## src/rtl/am_retune_seq.sv

```systemverilog
// am_retune_seq: click-free retune/enable sequencer for the NCO/modulator bank.
// Visits channels round-robin. A channel whose requested increment or enable
// differs from what is applied gets its gain ramped to zero, its increment
// swapped with an NCO phase reset, and its gain ramped back up.
module am_retune_seq #(
  parameter int unsigned NUM_CHANNELS = 12,
  parameter int unsigned GAIN_W       = 8,
  parameter int unsigned RAMP_DIV     = 4
) (
  input  logic                           clk,
  input  logic                           rstn,
  input  logic                           master_enable,
  input  logic [NUM_CHANNELS-1:0]        channel_enable,
  input  logic [32*NUM_CHANNELS-1:0]     req_phase_inc,
  output logic [32*NUM_CHANNELS-1:0]     nco_phase_inc,
  output logic [NUM_CHANNELS-1:0]        nco_phase_rst,
  output logic [GAIN_W*NUM_CHANNELS-1:0] ch_gain,
  output logic [NUM_CHANNELS-1:0]        ch_active,
  output logic                           busy,
  output logic [3:0]                     cur_ch
);

  localparam logic [GAIN_W-1:0] GAIN_MAX      = '1;
  localparam logic [GAIN_W-1:0] GAIN_ONE      = GAIN_W'(1);
  localparam logic [GAIN_W-1:0] GAIN_NEAR_MAX = GAIN_MAX - GAIN_ONE;
  localparam int unsigned       DIV_W         = (RAMP_DIV > 1) ? $clog2(RAMP_DIV) : 1;
  localparam logic [DIV_W-1:0]  DIV_LAST      = DIV_W'(RAMP_DIV - 1);
  localparam logic [DIV_W-1:0]  DIV_ONE       = DIV_W'(1);
  localparam logic [3:0]        LAST_CH       = 4'(NUM_CHANNELS - 1);

  typedef enum logic [1:0] {
    SCAN,
    RAMP_DOWN,
    SWAP,
    RAMP_UP
  } state_t;

  state_t state, state_nxt;

  logic [NUM_CHANNELS-1:0][31:0]       applied_inc;
  logic [NUM_CHANNELS-1:0][GAIN_W-1:0] gain;
  logic [NUM_CHANNELS-1:0]             applied_en;
  logic [NUM_CHANNELS-1:0][31:0]       req;
  logic [3:0]                          ptr;
  logic [DIV_W-1:0]                    div;
  logic [31:0]                         tgt_inc;
  logic                                tgt_en;

  logic              want_en;
  logic              mismatch;
  logic              div_tc;
  logic [GAIN_W-1:0] cur_gain;
  logic [3:0]        ptr_inc;

  assign req = req_phase_inc;

  // Compare the pointed-to channel's request against what is applied.
  always_comb begin
    want_en  = master_enable & channel_enable[ptr];
    cur_gain = gain[ptr];
    mismatch = (want_en != applied_en[ptr]) ||
               (want_en && (req[ptr] != applied_inc[ptr]));
    div_tc   = (div == DIV_LAST);
    ptr_inc  = (ptr == LAST_CH) ? '0 : ptr + 4'd1;
  end

  // Next-state decision.
  always_comb begin
    state_nxt = state;
    unique case (state)
      SCAN: begin
        if (mismatch)
          state_nxt = (applied_en[ptr] && (cur_gain != '0)) ? RAMP_DOWN : SWAP;
      end
      RAMP_DOWN: begin
        if ((cur_gain == '0) || (div_tc && (cur_gain == GAIN_ONE)))
          state_nxt = SWAP;
      end
      SWAP: begin
        state_nxt = tgt_en ? RAMP_UP : SCAN;
      end
      RAMP_UP: begin
        if ((cur_gain == GAIN_MAX) || (div_tc && (cur_gain == GAIN_NEAR_MAX)))
          state_nxt = SCAN;
      end
      default: state_nxt = SCAN;
    endcase
  end

  // State register.
  always_ff @(posedge clk) begin
    if (!rstn) state <= SCAN;
    else       state <= state_nxt;
  end

  // Per-channel applied state, pointer, divider and snapshot registers.
  always_ff @(posedge clk) begin
    if (!rstn) begin
      applied_inc   <= '0;
      applied_en    <= '0;
      gain          <= '0;
      nco_phase_rst <= '0;
      ptr           <= '0;
      div           <= '0;
      tgt_inc       <= '0;
      tgt_en        <= 1'b0;
    end else begin
      nco_phase_rst <= '0;
      unique case (state)
        SCAN: begin
          if (mismatch) begin
            tgt_inc <= req[ptr];
            tgt_en  <= want_en;
            div     <= '0;
          end else begin
            ptr <= ptr_inc;
          end
        end
        RAMP_DOWN: begin
          if (div_tc) begin
            div <= '0;
            if (cur_gain != '0) gain[ptr] <= cur_gain - GAIN_ONE;
          end else begin
            div <= div + DIV_ONE;
          end
        end
        SWAP: begin
          applied_en[ptr] <= tgt_en;
          div             <= '0;
          if (tgt_en) begin
            applied_inc[ptr]   <= tgt_inc;
            nco_phase_rst[ptr] <= 1'b1;
          end else begin
            ptr <= ptr_inc;
          end
        end
        RAMP_UP: begin
          if (cur_gain == GAIN_MAX) begin
            ptr <= ptr_inc;
          end else if (div_tc) begin
            div       <= '0;
            gain[ptr] <= cur_gain + GAIN_ONE;
            if (cur_gain == GAIN_NEAR_MAX) ptr <= ptr_inc;
          end else begin
            div <= div + DIV_ONE;
          end
        end
        default: ;
      endcase
    end
  end

  assign nco_phase_inc = applied_inc;
  assign ch_gain       = gain;
  assign ch_active     = applied_en;
  assign busy          = (state != SCAN);
  assign cur_ch        = ptr;

endmodule
```

## config.mk

```make
export PLATFORM = sky130hd
export DESIGN_NAME = am_retune_seq
export DESIGN_NICKNAME = d
export VERILOG_FILES = /design/src/rtl/am_retune_seq.sv
export SDC_FILE = /design/constraint.sdc
export NUM_CORES = 1
export LEC_CHECK = 0
export CAP_MARGIN = 30
export CORE_AREA = 8 8 347 349
export DETAILED_ROUTE_END_ITERATION = 8
export DIE_AREA = 0 0 355 357
export GPL_TIMING_DRIVEN = 0
export PLACE_DENSITY_LB_ADDON = 0.05
export SYNTH_ARGS = -nofsm -noshare
export SYNTH_HDL_FRONTEND = slang
export SYNTH_SLANG_ARGS = --single-unit
```

## constraint.sdc

```tcl
create_clock -name clk -period 5.34 [get_ports clk]
set_clock_uncertainty 0.1 [all_clocks]
set_input_delay 0.534 -clock clk [delete_from_list [all_inputs] [get_ports clk]]
set_output_delay 0.534 -clock clk [all_outputs]
set_load 0.05 [all_outputs]
```

### Yosys cells after proc, flatten, opt, wreduce, memory -nomap -nowiden

Index checks and enable logic that the tools add are counted.
W data, S select, Z words.

| storage, ports and cells | value |
|---|---|
| output and inout bits | 509 |
| bits of input ports | 399 |
| flip-flop bits (word level) | 545 |

| operators by class | value |
|---|---|
| add/subtract/negate cells | 4 |
| equal/unequal tests | 21 |
| magnitude comparators | 2 |
| multiplexer cells | 42 |
| reduce and logical (&&, ||, !) cells | 21 |
| bitwise operators | 1 |

Operators by type and width:

| kind | number |
|---|---|
| $bwmux W384 | 1 |
| $mux W96 | 4 |
| $bmux W32 S4 | 2 |
| $bwmux W96 | 2 |
| $pmux W96 S2 | 1 |
| $demux W32 S4 | 1 |
| $mux W32 | 3 |
| $bmux W8 S4 | 1 |
| $demux W8 S4 | 1 |
| $ne A32 B32 Y1 | 1 |
| $mux W4 | 6 |
| $ne A2 B2 Y1 const B | 9 |
| $eq A8 B8 Y1 const B | 2 |
| $mux W2 | 8 |
| $mux W8 | 2 |
| $pmux W2 S4 | 2 |
| $bwmux W12 | 1 |
| $pmux W4 S3 | 1 |
| $reduce_and A5 Y1 | 2 |
| $add A8 B1 Y8 const B | 1 |
| $bmux W1 S4 | 2 |
| $eq A8 B1 Y1 const B | 1 |
| $logic_not A8 Y1 | 1 |
| $reduce_bool A8 Y1 | 1 |
| other kinds (20) | 35 |

### Longest topological paths before layout

Gate-level depths: netlist of run 1.

| depth | value |
|---|---|
| depth in word-level cells | 8 |
| mapped depth | 17 |
| depth with buffers taken out | 11 |

### Worst setup path before layout of run 1

OpenSTA, ideal clock, no wires.

| timing path | value |
|---|---|
| path kind | register to register |
| start | register ptr[0] (netlist: cur_ch[0]) |
| end | register gain, in the netlist ch_gain[3] |
| path buffers | 6 |
| period minus slack after synthesis | 4.391 ns |
| slack | 0.949 ns |
| data arrival time | 4.216 ns |
| stages on the path, launching flop included | 17 |
| library setup time | 0.076 ns |
| data required time | 5.164 ns |
| cells stage by stage | dfxtp_1 -> buf_6 -> buf_8 -> buf_6 -> buf_4 -> mux4_2 -> a2bb2oi_2 -> clkbuf_1 -> inv_1 -> ha_1 -> nand4_1 -> or2_2 -> o311a_1 -> buf_2 -> nand4_2 -> or2_2 -> a21boi_0 |

| between the ends | value |
|---|---|
| longest elaborated chain between the ends | 8 |
| elaborated cells between the ends (all ways) | 21 |

RTL lines:

| item | line | RTL |
|---|---|---|
| start, declared | 44 | `logic [3:0] ptr;` |
| start signal, assigned | 116 | `ptr <= ptr_inc;` |
| start signal, assigned | 134 | `ptr <= ptr_inc;` |
| start signal, assigned | 139 | `ptr <= ptr_inc;` |
| parallel branches: the longest is 8 deep, another holds $add A8 B1 Y8 | n/a |  |
| end signal, assigned by index | 122 | `if (cur_gain != '0) gain[ptr] <= cur_gain - GAIN_ONE;` |
| end signal, assigned by index | 142 | `gain[ptr] <= cur_gain + GAIN_ONE;` |
| end, declared | 41 | `logic [NUM_CHANNELS-1:0][GAIN_W-1:0] gain;` |

Parallel ways; which one is timed is not known. The select of a mux whose other input is x is not followed.
A chain may end at the register's enable or synchronous reset.

### Worst setup path after layout of run 1

| timing path | value |
|---|---|
| start | register ptr[1] (netlist: cur_ch[1]) |
| end | register tgt_inc[24] |

| between the ends | value |
|---|---|
| longest elaborated chain between the ends | 6 |
| elaborated cells between the ends (all ways) | 14 |

RTL lines:

| item | line | RTL |
|---|---|---|
| $bmux W32 S4, or another cell as far along | 62, 112 |  |
| $mux W32 (not written as such), or another cell as far along | 62, 112 |  |
| $ne A32 B32 Y1 / $and A1 B1 Y1 (equally long branches) | 62, 59 |  |
| $logic_and A1 B1 Y1 / $ne A1 B1 Y1 (equally long branches) | 62, 61 |  |
| $logic_or A1 B1 Y1 | 61 | `mismatch = (want_en != applied_en[ptr]) \|\|` |
| $reduce_and A2 Y1 (no source line) | n/a |  |
| end signal, assigned | 112 | `tgt_inc <= req[ptr];` |
| end, declared | 46 | `logic [31:0] tgt_inc;` |

Several ways; a longest one is shown, not always the timed one. The select of a mux whose other input is x is not followed.

==> impl_metrics.yaml, run 1 <==
run_status:
  status: "finished clean"
grt:
  antenna_found_initial: 33
  grt-ovfl-total: 0
  grt_first_pass_wirelength_um: 265000
  grtUsageTotal: 0.306
  grt_max_degree: 20
  grt_pass1_vias: 27600
critical_path:
  slowest_delay_ps: 500
  cp.required_ps: 5760
  worstPathMaxFanout: 10
  critPathArrivalTime_ps: 5670
  cp_top_family: "buffers and inverters"
  critPathMostFrequentCell: "buf_4"
  path_buf_inv: 6
  crit_type: "flip-flop to flip-flop"
  cp-start-kind: "flip-flop"
  critPathCaptureType: "flip-flop"
  slowest_stage: "dfxtp_1"
  crit_path_cell_trace: "buf_4 > buf_6 > buf_2 > buf_4 > buf_4 > mux4_2 > a22oi_1 > nand2_1 > xnor2_1 > nand4_1 > nor3_1 > nand3_1 > buf_2 > a21oi_1 > nor3b_2"
timing:
  max_freq_ghz: 0.191
  setup_viol_count_final: 0
  hold_viol: 0
  worst_slew_pin_slew_ps: 1130
  worst_hold_slack_ps: 379
  fin_crit_sh: 0.982
  relSlewSlack: 0.247
  drv_slew: 0
  layout_min_cycle_time_ps: 5240
routing:
  wirelength_um: 203000
  dr_total_vias: 28500
  wire_per_inst_um: 36.8
  via_per_inst: 5.16
  drtAntennaViolNets: 0
  first_pass_iters: 7
  first_iter_violations: 2982
  remaining_drc_errors: 0
pwr:
  powerDensity_nw_per_um2: 339
  power_switching_mw: 5.34
  clkPwrFrac: 0.358
  swShare: 0.377
  seqPwrFrac: 0.304
  p_leak_nw: 13.9
  p_int_mw: 8.83
  share_comb_of_total_power: 0.337
  vdd_ir_drop_max_mv: 0.203
  total_power_mw: 14.2
synth:
  yosys.area.top_type_share: 0.390
  ys.flop_type: "dfxtp_1"
  seq_area_frac_synth: 0.390
  synth_fp_nets: 3348
  ys_types: 50
  yosysMostFrequentCell: "nand2_1"
  synthTopCellsByArea: "dfxtp_1, mux4_2, nand2_1, a21boi_0, clkbuf_1"
  async_flop_share: 0
  synth_largest_area_cell: "dfxtp_1"
  ys_warn_count: 0
  synth-edff-count: 0
  synth.avg_cell_area_um2: 9.51
  netlist_instances: 2939
  synth_seq_cells: 545
  syn_area_um2: 27900
  synthTopCellsByCount: "nand2_1, dfxtp_1, a21boi_0"
layout:
  layout-drive-gt1-share: 0.121
  multi_input_area_um2: 15800
  final-seq-area_um2: 10900
  fillers: 11900
  syn2layout_area_growth_pct: 49.5
  layout.nets: 4341
clock_tree:
  worstSkewPairLatency_ps: 650
  cts_buffers: 71
  clock_path_buffers: 3
  clock-root-buffer: "clkbuf_16"
  clkSlewWorstSetupHoldPaths_ps: 60
  cts_sinks: 545
  htreeDepth: 3
  cts_tree: "built"
run:
  maxCapViolations: 0
floorplan:
  die_w_um: 355
  num_rows: 125
  dieHeight_um: 357
  pin_count: 908
  die_area_um2: 127000
  start_util: 0.243
  coreArea_um2: 115000
place:
  finalWeightedCongestion: 0.881
  dp.final_hpwl_um: 162000
  port_buffers: 906
min_path:
  worstHoldPathType: "flip-flop to flip-flop"
==> cell type report <==
class | instances | share of cell area
Antenna cell | 5 | 0.000299
Buffer | 289 | 0.0342
Clock buffer | 107 | 0.0509
Clock inverter | 22 | 0.00653
Inverter | 8 | 0.000718
Multi-Input combinational cell | 2092 | 0.377
Sequential cell | 545 | 0.261
Tap cell | 1524 | 0.0456
Timing Repair Buffer | 925 | 0.224
==> worst min-delay path: cells and delay by family, from the launching register on <==
family	cells	cell delay, ps
DFF	1	310
AOI/OAI and AO/OA	1	60
and+or+nand+nor	1	50
==> placed cells by master (no fill, tap or decap), types with 13 or more instances in the layout <==
master and count:
a21boi_0 405, nor3b_2 30, buf_4 13, a22oi_1 39, a21oi_1 61, and2_1 15, a22o_1 25, clkdlybuf4s50_1 906
nor2b_1 71, clkbuf_8 14, nand2_1 911, clkbuf_1 221, buf_8 18, o211a_1 24, buf_6 20, and3_1 14
clkbuf_4 14, xor2_1 13, mux4_2 222, dfxtp_1 545, buf_2 16, mux2i_1 80, xnor2_1 27, clkbuf_16 75
nand3_1 24, nor3_1 35
==> power groups by stage <==
stage	clock [mW]	combinational (mW)	sequential (mW)
after floorplan	0	2.33	4.38
final	5.07	4.78	4.31
after CTS	5.15	4.77	4.30
after detailed placement	0	4.74	4.39
after global routing	5.30	4.91	4.32
after global placement	0	4.69	4.39
==> stage by stage <==
step	utilization	instances	setup WS [ps]	setup TNS [ps]	area (um^2)
global route	0.363	5512	-3.97	-3.97	41800
CTS	0.362	5513	-165	-1100	41700
detailed placement	0.341	5388	-626	-134010	39200
finish	0.363	5517	96.2	0	41800
global placement	0.338	5369	-1530	-291510	38900
floorplan	-	2939	949	0	27900
==> cell families (layout without fill, tap and decap cells) <==
| family | after synthesis | in the layout | synth area share |
|---|---|---|---|
| compound gates | 583 | 583 | 0.153 |
| xor+xnor | 40 | 40 | 0.0125 |
| fa+ha+maj | 10 | 10 | 0.00448 |
| buf+inv | 302 | 1351 | 0.0484 |
| flops | 545 | 545 | 0.390 |
| mux | 303 | 303 | 0.208 |
| other cells | 0 | 5 | 0 |
| simple gates | 1156 | 1156 | 0.183 |
==> what timing repair did <==
item | 4_1_cts | 5_1_grt
hold buffers | 0 | 0
setup buffers | 0 | 0
gates resized for setup | 30 | 37
setup endpoints to repair | 373 | 126
==> final timing paths <==
check / startpoint / to / slack (ps) / cells past startpoint
worst min-delay path: nco_phase_inc[73] / nco_phase_inc[73] / 380 / 2
worst max register to register: cur_ch[1] / tgt_inc[24] / 100 / 15
worst min register to register: nco_phase_inc[73] / nco_phase_inc[73] / 380 / 2
worst max-delay path: cur_ch[1] / tgt_inc[24] / 100 / 15
==> registers in the layout, summed over array words and instances (netlist names), named ones only <==
name           flops
state              2
tgt_en             1
ch_active         12
div                2
nco_phase_rst     12
ch_gain           84
tgt_inc           32
nco_phase_inc    384
cur_ch             4
==> layer usage <==
| metal | track usage | vias to the layer above | wire (um) | part of all wire |
|---|---|---|---|---|
| li1 | - | 12300 | - | - |
| met1 | 0.416 | 14700 | 88200 | 0.43 |
| met2 | 0.488 | 1292 | 92700 | 0.46 |
| met3 | 0.0730 | 188 | 16800 | 0.083 |
| met4 | 0.0721 | 8 | 5310 | 0.026 |
| met5 | 0 | - | 58 | 0.00029 |
No activity file was read; power rests on OpenSTA's default activity.
==> run 2: changes to the inputs <==
--- a/config.mk
+++ b/config.mk
@@ -9,2 +9,3 @@
 export CORE_AREA = 8 8 347 349
+export CTS_CLUSTER_DIAMETER = 200
 export DETAILED_ROUTE_END_ITERATION = 8
==> constraint.sdc (replaced) <==
create_clock -name clk -period 5.34 [get_ports clk]
set_clock_uncertainty 0.1 [all_clocks]
set_input_delay 0.801 -clock clk [delete_from_list [all_inputs] [get_ports clk]]
set_output_delay 0.801 -clock clk [all_outputs]
set_load 0.05 [all_outputs]
==> results of run 2 <==
The final DEF is identical to that of run 1; final timing and power are the same.
==> run 3: changes to the inputs <==
CAP_MARGIN = unset   (was 30)
==> run 3 against run 2 <==
  * Largest power group unchanged
  * Register-to-register slack gained 60 ps
  * Clock power shrank 3%
  * Cell count shrank 0.25%
  * Flip-flop and latch count is the same
  * Via count shrank 0.61%
  * Utilization shrank 0.24 points
  * Count of clock-buffer cells in the layout shrank 2
  * Global-route usage grew 0.10 points
  * Wire length grew 0.31%
  * Highest routed layer unchanged
  * Combinational power is essentially flat
==> impl_metrics.yaml, run 3 (synthesis results as in run 1) <==
run_status:
  status: "finished clean"
critical_path:
  slowest_delay_ps: 690
  critPathArrivalTime_ps: 5610
  critPathCaptureType: "flip-flop"
  cp.required_ps: 5770
  path_buf_inv: 5
  cp-start-kind: "flip-flop"
  r2r_end: "tgt_inc[28]"
  cp_top_family: "buffers and inverters"
  setup.worst_path.start: "cur_ch[1]"
  critPathMostFrequentCell: "a21oi_1"
  slowest_stage: "clkbuf_2"
  r2r_cells: 14
  ff2ff_setup_slack_ps: 160
  rr_startpoint: "cur_ch[1]"
  crit_path_cell_trace: "buf_4 > buf_6 > clkbuf_4 > clkbuf_2 > mux4_2 > a22o_1 > a21oi_1 > xor2_1 > nand4_1 > nor4_4 > nand3_1 > buf_2 > a21oi_1 > nor3b_2"
  crit_type: "flip-flop to flip-flop"
  worstPathMaxFanout: 10
layout:
  final_common_cell: "nand2_1"
  layout-drive-gt1-share: 0.120
  layout.nets: 4326
  largest_reg_flops: 384
  final_cell_mix: "nand2_1, clkdlybuf4s50_1, dfxtp_1"
  fin_util: 0.361
  fillers: 11800
  syn2layout_area_growth_pct: 48.5
floorplan:
  start_util: 0.243
  num_rows: 125
  pin_count: 908
  die_area_um2: 127000
  dieHeight_um: 357
  die_w_um: 355
  coreArea_um2: 115000
place:
  finalWeightedCongestion: 0.881
  dp.final_hpwl_um: 161000
  port_buffers: 906
pwr:
  p_leak_nw: 13.8
  vdd_ir_drop_max_mv: 0.219
  total_power_mw: 14.0
  powerDensity_nw_per_um2: 337
clock_tree:
  cts_sinks: 545
  cts-hold-fix-buffers: 0
  clock-root-buffer: "clkbuf_16"
  cts_setup_buffers: 0
  clkSlewWorstSetupHoldPaths_ps: 60
  clock_path_buffers: 3
  worstSkewPairLatency_ps: 650
  cts_buffers: 71
  cts_tree: "built"
  htreeDepth: 3
routing:
  first_pass_iters: 6
  wire_per_inst_um: 37.0
  first_iter_violations: 2839
  dr_total_vias: 28300
  via_per_inst: 5.14
  drtAntennaViolNets: 0
  wirelength_um: 204000
  remaining_drc_errors: 0
timing:
  worst_slew_pin_slew_ps: 1310
  max_freq_ghz: 0.193
  hold_viol: 0
  fin_crit_sh: 0.970
  layout_min_cycle_time_ps: 5180
  relSlewSlack: 0.126
  setup_viol_count_final: 0
  rsz0062_at_grt: "no"
  drv_slew: 0
  worst_hold_slack_ps: 382
min_path:
  whs_endpoint: "nco_phase_inc[64]"
  hp-start: "nco_phase_inc[64]"
  hold_depth: 2
  worstHoldPathType: "flip-flop to flip-flop"
run:
  maxCapViolations: 0
grt:
  grtUsageTotal: 0.307
  grt_pass1_vias: 27600
  grt-ovfl-total: 0
  grt_max_degree: 13
  antenna_found_initial: 29
  grt_first_pass_wirelength_um: 266000
[run 3: cell types whose count changed in the layout (fill, tap and decap cells not counted), sizes merged, moves of 3 or more]
cell	delta
clkbuf	-7
buf	-13
bufinv	-3
clkdlybuf4s15	+4
diode	+4
[run 3: final cells by class]
type | count | area, um^2 | area share
antenna | 9 | 22.5 | 0.000542
multi-input combinational | 2092 | 15800 | 0.380
clock buffer | 105 | 2140 | 0.0515
inverter | 8 | 30.0 | 0.000723
sequential | 545 | 10900 | 0.263
tap | 1524 | 1910 | 0.0459
buffer | 291 | 1460 | 0.0352
clock inverter | 21 | 176 | 0.00425
timing repair buffer | 908 | 9090 | 0.219
[run 3: report_power, final]
group | switching [mW] | internal [mW] | total (mW)
registers | 0.147 | 4.17 | 4.31
clock network | 2.05 | 2.87 | 4.91
logic | 3.13 | 1.63 | 4.76
[run 3: per-layer routing]
metal,part of all wire,routed length (um),track usage
met5,0.00033,67,0
met4,0.021,4350,0.0596
met3,0.082,16600,0.0804
met2,0.46,93900,0.492
met1,0.44,88700,0.416
[run 3: worst register-to-register path, cell delays in order (launching register included)]
cell and delay (ps):
dfxtp_1 480, buf_4 300, buf_6 210, clkbuf_4 360
clkbuf_2 700, mux4_2 510, a22o_1 360, a21oi_1 200
xor2_1 340, nand4_1 210, nor4_4 340, nand3_1 330
buf_2 320, a21oi_1 230, nor3b_2 70
[run 3: worst max-delay path by stage]
stage / cells past startpoint / slack, ps / endpoint
finish: 14 / 160 / tgt_inc[28]
global route: 17 / 2 / ch_gain[33]
CTS: 16 / -170 / ch_gain[12]
detailed placement: 14 / -1270 / tgt_inc[24]
global placement: 13 / -1530 / tgt_inc[24]
floorplan: 16 / 950 / ch_gain[3]
[run 3: per-stage QoR]
stage | instances | worst slack (ps) | setup TNS (ps) | area [um^2]
after detailed placement | 5371 | -1270 | -217690 | 39000
after CTS | 5496 | -166 | -1070 | 41400
final | 5503 | 158 | 0 | 41500
after global placement | 5369 | -1530 | -291510 | 38900
after global routing | 5495 | 1.88 | 0 | 41500
after floorplan | 2939 | 949 | 0 | 27900
[run 3: timing repair]
| item | 4_1_cts | 5_1_grt |
|---|---|---|
| cloned | 0 | 0 |
| gates resized for setup | 49 | 40 |
| pin swaps | 0 | 0 |
| setup endpoints to repair | 483 | 153 |
